[config.mk]
export PLATFORM = sky130hd
export DESIGN_NAME = mem_stage_ctrl_flat
export DESIGN_NICKNAME = d
export VERILOG_FILES = /design/src/rtl/mem_stage_ctrl_if.sv /design/src/rtl/mem_stage_ctrl.sv /design/src/flat_wrapper.sv
export SDC_FILE = /design/constraint.sdc
export NUM_CORES = 1
export LEC_CHECK = 0
export CAP_MARGIN = 25
export CORE_MARGIN = 5
export CORE_UTILIZATION = 44
export DETAILED_ROUTE_END_ITERATION = 16
export GPL_TIMING_DRIVEN = 0
export PLACE_DENSITY = 0.83
export SLEW_MARGIN = 20
export SYNTH_ARGS = -nofsm -noshare
export SYNTH_HDL_FRONTEND = slang
export SYNTH_SLANG_ARGS = --single-unit
[constraint.sdc]
create_clock -name clk -period 2 [get_ports clk]
set_input_delay 0.6 -clock clk [delete_from_list [all_inputs] [get_ports clk]]
set_output_delay 0.6 -clock clk [all_outputs]
set_load 0.005 [all_outputs]
[src/rtl/mem_stage_ctrl_if.sv]
// Data-memory bus between the MEM stage and a variable-latency memory.
// The MEM stage is the master; the memory (or a bench model of it) is the slave.
interface mem_stage_ctrl_if #(
  parameter int DATA_W = 16
);
  logic              mem_req;
  logic              mem_we;
  logic [DATA_W-1:0] mem_addr;
  logic [DATA_W-1:0] mem_wdata;
  logic [DATA_W-1:0] mem_rdata;
  logic              mem_ready;

  modport master (
    output mem_req, mem_we, mem_addr, mem_wdata,
    input  mem_rdata, mem_ready
  );

  modport slave (
    input  mem_req, mem_we, mem_addr, mem_wdata,
    output mem_rdata, mem_ready
  );
endinterface

[src/rtl/mem_stage_ctrl.sv]
// MEM stage of the 16-bit WISC pipeline. Non-memory instructions pass to the
// MEM/WB register in one cycle. A load or store spends one IDLE cycle latching
// its operands and then waits in BUSY for mem_ready, stalling upstream. An
// access that never completes is force-retired after TIMEOUT BUSY cycles and
// raises a sticky mem_err.
module mem_stage_ctrl #(
  parameter int DATA_W  = 16,
  parameter int REG_W   = 4,
  parameter int TIMEOUT = 255
) (
  input  logic                clk,
  input  logic                rst_n,
  input  logic                in_valid,
  input  logic [DATA_W-1:0]   alu_result_in,
  input  logic [DATA_W-1:0]   dataIn_in,
  input  logic [REG_W-1:0]    dstReg_in,
  input  logic                mem_read_in,
  input  logic                mem_write_in,
  input  logic                reg_write_in,
  output logic                stall,
  mem_stage_ctrl_if.master    mem_bus,
  output logic [DATA_W-1:0]   wb_data,
  output logic [REG_W-1:0]    wb_dstReg,
  output logic                wb_reg_write,
  output logic                mem_err
);

  typedef enum logic {IDLE, BUSY} state_e;

  localparam logic [7:0] TIMEOUT_C = 8'(TIMEOUT);

  state_e            state_q, state_d;
  logic              we_q, we_d;          // latched op: 1 = store
  logic [DATA_W-1:0] addr_q, addr_d;
  logic [DATA_W-1:0] wdata_q, wdata_d;
  logic [REG_W-1:0]  dst_q, dst_d;        // latched destination of a load
  logic              rw_q, rw_d;          // latched register-write of a load
  logic [7:0]        cnt_q, cnt_d;        // BUSY cycles seen without mem_ready
  logic [DATA_W-1:0] wb_data_q, wb_data_d;
  logic [REG_W-1:0]  wb_dst_q, wb_dst_d;
  logic              wb_rw_q, wb_rw_d;
  logic              err_q, err_d;

  logic mem_op;
  logic busy;
  logic timeout_hit;
  logic done;

  // Decode the current op and the completion conditions of an outstanding access.
  always_comb begin
    mem_op      = in_valid & (mem_read_in | mem_write_in);
    busy        = (state_q == BUSY);
    timeout_hit = busy & ~mem_bus.mem_ready & (cnt_q == TIMEOUT_C - 8'd1);
    done        = busy & (mem_bus.mem_ready | timeout_hit);
    // Completion releases the stall in the same cycle so EX/MEM advances at the edge.
    stall       = busy ? ~done : mem_op;
  end

  // Next-state and next-register values for the stage.
  always_comb begin
    // NOTE: every _d starts as its _q so that no path through the case leaves a
    // variable unassigned, which would otherwise infer a latch.
    state_d   = state_q;
    we_d      = we_q;
    addr_d    = addr_q;
    wdata_d   = wdata_q;
    dst_d     = dst_q;
    rw_d      = rw_q;
    cnt_d     = cnt_q;
    wb_data_d = wb_data_q;
    wb_dst_d  = wb_dst_q;
    wb_rw_d   = wb_rw_q;
    err_d     = err_q;

    unique case (state_q)
      IDLE: begin
        if (mem_op) begin
          // Capture the access; a request with both bits set is a store.
          state_d = BUSY;
          we_d    = mem_write_in;
          addr_d  = alu_result_in;
          wdata_d = dataIn_in;
          dst_d   = dstReg_in;
          rw_d    = reg_write_in & ~mem_write_in;
          cnt_d   = 8'd0;
          wb_rw_d = 1'b0;   // bubble into writeback while the access runs
        end else begin
          wb_data_d = alu_result_in;
          wb_dst_d  = dstReg_in;
          wb_rw_d   = in_valid & reg_write_in;
        end
      end
      BUSY: begin
        if (!mem_bus.mem_ready && cnt_q != TIMEOUT_C) begin
          cnt_d = cnt_q + 8'd1;
        end
        if (done) begin
          state_d = IDLE;
          if (we_q) begin
            wb_rw_d = 1'b0;
          end else begin
            // A timed-out load retires as data 0 with no register write.
            wb_data_d = timeout_hit ? '0 : mem_bus.mem_rdata;
            wb_dst_d  = dst_q;
            wb_rw_d   = rw_q & ~timeout_hit;
          end
          if (timeout_hit) begin
            err_d = 1'b1;
          end
        end
      end
      default: state_d = IDLE;
    endcase
  end

  // State and output registers; reset abandons any outstanding access.
  always_ff @(posedge clk or negedge rst_n) begin
    if (!rst_n) begin
      state_q   <= IDLE;
      we_q      <= 1'b0;
      addr_q    <= '0;
      wdata_q   <= '0;
      dst_q     <= '0;
      rw_q      <= 1'b0;
      cnt_q     <= 8'd0;
      wb_data_q <= '0;
      wb_dst_q  <= '0;
      wb_rw_q   <= 1'b0;
      err_q     <= 1'b0;
    end else begin
      // NOTE: non-blocking assignments so every flop samples pre-edge values.
      state_q   <= state_d;
      we_q      <= we_d;
      addr_q    <= addr_d;
      wdata_q   <= wdata_d;
      dst_q     <= dst_d;
      rw_q      <= rw_d;
      cnt_q     <= cnt_d;
      wb_data_q <= wb_data_d;
      wb_dst_q  <= wb_dst_d;
      wb_rw_q   <= wb_rw_d;
      err_q     <= err_d;
    end
  end

  // Memory bus comes straight from registers: no input-to-bus combinational path.
  assign mem_bus.mem_req   = busy;
  assign mem_bus.mem_we    = busy & we_q;
  assign mem_bus.mem_addr  = addr_q;
  assign mem_bus.mem_wdata = wdata_q;

  assign wb_data      = wb_data_q;
  assign wb_dstReg    = wb_dst_q;
  assign wb_reg_write = wb_rw_q;
  assign mem_err      = err_q;

endmodule

[src/flat_wrapper.sv]
// flat-port wrapper written by rule: the top's interface ports become plain ports
module mem_stage_ctrl_flat 
#(
  parameter int DATA_W  = 16,
  parameter int REG_W   = 4,
  parameter int TIMEOUT = 255
)
  (clk, rst_n, in_valid, alu_result_in, dataIn_in, dstReg_in, mem_read_in, mem_write_in, reg_write_in, stall, wb_data, wb_dstReg, wb_reg_write, mem_err, mem_bus_mem_req, mem_bus_mem_we, mem_bus_mem_addr, mem_bus_mem_wdata, mem_bus_mem_rdata, mem_bus_mem_ready);
  mem_stage_ctrl_if #(.DATA_W(DATA_W)) mem_bus_i ();
  input  logic clk;
  input  logic rst_n;
  input  logic in_valid;
  input  logic [DATA_W-1:0] alu_result_in;
  input  logic [DATA_W-1:0] dataIn_in;
  input  logic [REG_W-1:0] dstReg_in;
  input  logic mem_read_in;
  input  logic mem_write_in;
  input  logic reg_write_in;
  output logic stall;
  output logic [DATA_W-1:0] wb_data;
  output logic [REG_W-1:0] wb_dstReg;
  output logic wb_reg_write;
  output logic mem_err;
  output wire logic [$bits(mem_bus_i.mem_req)-1:0] mem_bus_mem_req;
  output wire logic [$bits(mem_bus_i.mem_we)-1:0] mem_bus_mem_we;
  output wire logic [$bits(mem_bus_i.mem_addr)-1:0] mem_bus_mem_addr;
  output wire logic [$bits(mem_bus_i.mem_wdata)-1:0] mem_bus_mem_wdata;
  input wire logic [$bits(mem_bus_i.mem_rdata)-1:0] mem_bus_mem_rdata;
  input wire logic [$bits(mem_bus_i.mem_ready)-1:0] mem_bus_mem_ready;
  assign mem_bus_mem_req = mem_bus_i.mem_req;
  assign mem_bus_mem_we = mem_bus_i.mem_we;
  assign mem_bus_mem_addr = mem_bus_i.mem_addr;
  assign mem_bus_mem_wdata = mem_bus_i.mem_wdata;
  assign mem_bus_i.mem_rdata = mem_bus_mem_rdata;
  assign mem_bus_i.mem_ready = mem_bus_mem_ready;
  mem_stage_ctrl #(.DATA_W(DATA_W), .REG_W(REG_W), .TIMEOUT(TIMEOUT)) u_core (.clk(clk), .rst_n(rst_n), .in_valid(in_valid), .alu_result_in(alu_result_in), .dataIn_in(dataIn_in), .dstReg_in(dstReg_in), .mem_read_in(mem_read_in), .mem_write_in(mem_write_in), .reg_write_in(reg_write_in), .stall(stall), .mem_bus(mem_bus_i), .wb_data(wb_data), .wb_dstReg(wb_dstReg), .wb_reg_write(wb_reg_write), .mem_err(mem_err));
endmodule
# Word-level counts from Yosys, hierarchy flattened
# Cells that the tools add are included.
[word_totals] output_inout_bits=57 mem_bits_rw=0 romBits=0 regBits=69 n_memories=0 latch_bits=0 word_cells=60
[op_classes] magnitude_cmp=0 bitwise_logic=15 reduce_logical=6 n_div=0 n_mux=20 n_shift=0 eq_ne=7 n_mul=0 addsub=1
[ops] cell="$mux W16" count=4
[ops] cell="$pmux W16 S2" count=1
[ops] cell="$mux W8" count=2
[ops] cell="$pmux W8 S2" count=1
[ops] cell="$mux W4" count=3
[ops] cell="$add A8 B1 Y8 const B" count=1
[ops] cell="$and A1 B1 Y1" count=8
[ops] cell="$eq A8 B8 Y1 const B" count=1
[ops] cell="$ne A2 B2 Y1 const B" count=4
[ops] cell="$ne A8 B8 Y1 const B" count=1
[ops] cell="$pmux W4 S2" count=1
[ops] cell="$mux W1" count=6
[ops] cell="$reduce_and A3 Y1" count=2
[ops] cell="$not A1 Y1" count=5
[ops] cell="$pmux W1 S2" count=2
[ops] cell="$reduce_and A2 Y1" count=2
[ops] cell="$ne A2 B1 Y1 const B" count=1
[ops] cell="$or A1 B1 Y1" count=2
[ops] cell="$logic_and A1 B1 Y1" count=1
[ops] cell="$logic_not A1 Y1" count=1

# Logic depth before layout (Yosys ltp)
[logic_depth] ltp_word=8 mapped_depth=8 depth_no_buf=6

# Worst setup path before layout
# OpenSTA, ideal clock, no wires.
[synth_path] kind="input-to-output" start="in in_valid" end="out stall" path_stages=5 t_arrival_ps=1297 n_path_buf=2 t_required_ps=1400 slack_ps=103 path_cell_list="nor2b_2 > o21ai_2 > buf_2 > buf_2 > nand2_1"
[synth_between] elab_chain_cells=2
[synth_lines] element="start: declaration" line="flat_wrapper.sv:12" rtl="input logic in_valid;"
[synth_lines] element="$and A1 B1 Y1" line="mem_stage_ctrl.sv:51" rtl="mem_op = in_valid & (mem_read_in | mem_write_in);"
[synth_lines] element="$mux W1" line="mem_stage_ctrl.sv:56" rtl="stall = busy ? ~done : mem_op;"
[synth_lines] element="end: declaration" line="flat_wrapper.sv:19" rtl="output logic stall;"
# Every way passes these cells.

# Worst setup path in the final report
[layout_path] start="reg u_core.state_q (netlist: u_core.mem_bus.mem_req)" end="out stall"
[layout_between] elab_chain_cells=6
[layout_lines] element="start: declaration" line="mem_stage_ctrl.sv:32" rtl="state_e state_q, state_d;"
[layout_lines] element="start signal: assignment" line="mem_stage_ctrl.sv:132" rtl="state_q <= state_d;"
[layout_lines] element="$and A1 B1 Y1 (2 in a row)" line="mem_stage_ctrl.sv:53" rtl="timeout_hit = busy & ~mem_bus.mem_ready & (cnt_q == TIMEOUT_C - 8'd1);"
[layout_lines] element="$or A1 B1 Y1" line="mem_stage_ctrl.sv:54" rtl="done = busy & (mem_bus.mem_ready | timeout_hit);"
[layout_lines] element="$and A1 B1 Y1" line="mem_stage_ctrl.sv:54"
[layout_lines] element="$not A1 Y1" line="mem_stage_ctrl.sv:56"
[layout_lines] element="$mux W1 (*)" line="mem_stage_ctrl.sv:56"
# Mark *: on every way between the ends. The rest lies on a longest branch, timed or not.

==> results.cfg <==
[status]
status = finished with violations
violations = negative setup slack

[setup_path]
critical_path.max_stage_delay_ps = 400
crit_fanout = 5
cp-start-kind = register
worstPathArrival_ps = 1470
cp.required_ps = 1400
crit_path_end_kind = output pin
worstPathCellList = buf_6 > buf_6 > and2b_2 > o21ai_4 > nand2_4 > buf_6
path_buf_inv = 3
critPathMostFrequentCell = buf_6
worstSetupPathType = reg -> out
r2r_slack_ps = 200
crit_path_top_delay_cell = dfrtp_1
cp_top_family = flip-flops

[logic_synthesis]
synth-seq-area-share_pct = 57.72
synth_edf_count = 0
synth_flop_cell = dfrtp_1
netlist_area_um2 = 2992
syn_avg_cell_area_um2 = 10.32
yosys.cell_types.count = 35
ys_seq_elements = 69
synth_nets = 351
synthCells = 290
synth-warning-count = 0
synthArstFlopShare_pct = 100.0

[final_layout]
syn_to_final_growth_pct = 55.71
stdcell_count = 518
fillers = 484
n_antenna_cell = 0
utilization_pct = 69.33
final_cell_area_um2 = 4658
ff_latch_area_um2 = 1727
layout-drive-gt1-share_pct = 15.30
multi_input_area_um2 = 1197
nets = 494

[route]
drtPass1Iterations = 4
wl_um = 8282
antenna_left = 0
wire_per_inst_um = 15.99
vias = 2597
drtIter0Drc = 126
drc = 0
viasPerCell = 5.014

[sta]
setup_ws_ps = -68.41
rsz0062_at_grt = yes
setup_violations = 1
worstMarginPinSlew_ps = 498.0
fin_hold_ws_ps = 160.2
final.period_utilization_pct = 103.4
hold_violations = 0
tns_ps = -68.41
clock.fmax_mhz = 483.5
relSlewSlack_pct = 66.57
finalMaxSlewViolations = 0
fin_crit_ps = 2068
clock_skew_ps = 9.849

[pwr]
power.total_mw = 4.662
power_density_nw_per_um2 = 1001
ir_worst_vdd_v = 0.0005445
leakagePower_nw = 2.209

[die]
fp.dieW_um = 92.46
core_area_um2 = 6719
io_pins = 116
start_util_pct = 44.53
dieArea_um2 = 8548
num_rows = 30
fp.dieH_um = 92.46

[grt]
grtUsageTotal_pct = 19.84
grtUsageMet3_pct = 4.305
grt_pass1_wl_um = 13430
grt_max_degree = 44
grtUsageMet2_pct = 32.99
antenna_found_initial = 0
grt_busiest_layer = met2
grt_pass1_vias = 2703
met1_usage_pct = 25.12
grt_overflow = 0

[placement]
port_buffers = 115
dpl.hpwl_um = 6015
place_inst = 486
dpl_cell_area_um2 = 4260
place_ws_ps = -999.3
gp_congestion = 0.8347

[cts]
numCtsBuffers = 9
clk_path_buf_depth = 2
ctsHtreeMaxLevel = 3
clock_latency_ps = 340
clock-root-buffer = clkbuf_8
cts_tree = yes
cts_sinks = 69
postCtsHoldBufs = 0
path_clk_slew_ps = 80

[hold_path]
hold_path_class = in -> async

[run]
cap_viol_max_count = 0
-- cells in the final DEF (no fill, tap or decap), drive strengths merged, types with 4 or more instances in the layout --
master and n:
o21ai 9, nand2 114, dfrtp 69, clkdlybuf4s50 107, dlygate4sd2 4, o2bb2ai 16
clkbuf 11, inv 6, nor3 4, nand3 9, mux2i 17, buf 33
mux2 8
-- repair_timing --
action,4_1_cts,5_1_grt
resized for setup,22,6
setup endpoints to repair,2,1
setup buffers,11,6
pin swaps,2,2
-- per-layer routing --
metal	wire length, µm	vias up	share of wire, %
li1	-	1258	-
met1	3466	1245	42
met2	4113	77	50
met3	489	17	5.9
met4	211	0	2.5
met5	0	-	0
-- cell usage after synthesis (3+ instances only) --
| cell type | n | area share, % |
|---|---|---|
| buf_2 | 9 | 1.5 |
| dfrtp_1 | 69 | 58 |
| inv_1 | 5 | 0.63 |
| mux2_2 | 5 | 1.9 |
| mux2_4 | 3 | 1.5 |
| mux2i_1 | 17 | 5.7 |
| nand2_1 | 114 | 14 |
| nand2b_1 | 3 | 0.63 |
| nand3_1 | 7 | 1.2 |
| nor2_1 | 3 | 0.38 |
| nor3_1 | 4 | 0.67 |
| o21ai_0 | 6 | 1.0 |
| o2bb2ai_1 | 16 | 4.7 |
-- area by class of cell --
cell class              count  share of cell area, %
clock inverters             7                  2.122
repair buffers            133                  27.77
plain buffers              14                  2.122
inverters                   5                 0.4029
flip-flops and latches     69                  37.07
multi-input cells         201                  25.71
well taps                  80                  2.149
clock buffers               9                  2.659
-- power breakdown --
group / switching [mW] / internal (mW)
Clock: 0.547 / 0.708
Sequential: 0.189 / 1.72
Combinational: 0.587 / 0.914
-- path summary, 6_finish.rpt --
check,cells after the start,from,end
max,6,u_core.mem_bus.mem_req,stall
min,1,rst_n,u_core.mem_bus.mem_addr[7]
max reg2reg,8,u_core.mem_bus.mem_req,u_core.wb_dstReg[1]
min reg2reg,2,u_core.mem_err,u_core.mem_err
max in group asynchronous,2,rst_n,u_core.dst_q[3]
min in group clk,2,u_core.mem_err,u_core.mem_err
-- kinds of logic after synthesis --
kind of cell,after synthesis,synth area share [%]
fa+ha+maj,2,0.8363
buf+inv,20,3.638
simple gates,138,19.32
mux,25,9.075
flops,69,57.72
compound gates,36,9.411
-- sequential cells by signal (all words and copies together), names as in the netlist --
name and cells:
u_core.mem_bus.mem_req 1, u_core.mem_bus.mem_addr 16, u_core.wb_data 16, u_core.we_q 1, u_core.wb_dstReg 4, u_core.mem_err 1
u_core.dst_q 4, u_core.wb_reg_write 1, u_core.mem_bus.mem_wdata 16, u_core.rw_q 1, u_core.cnt_q 8
Power figures use the tool's default switching activity.
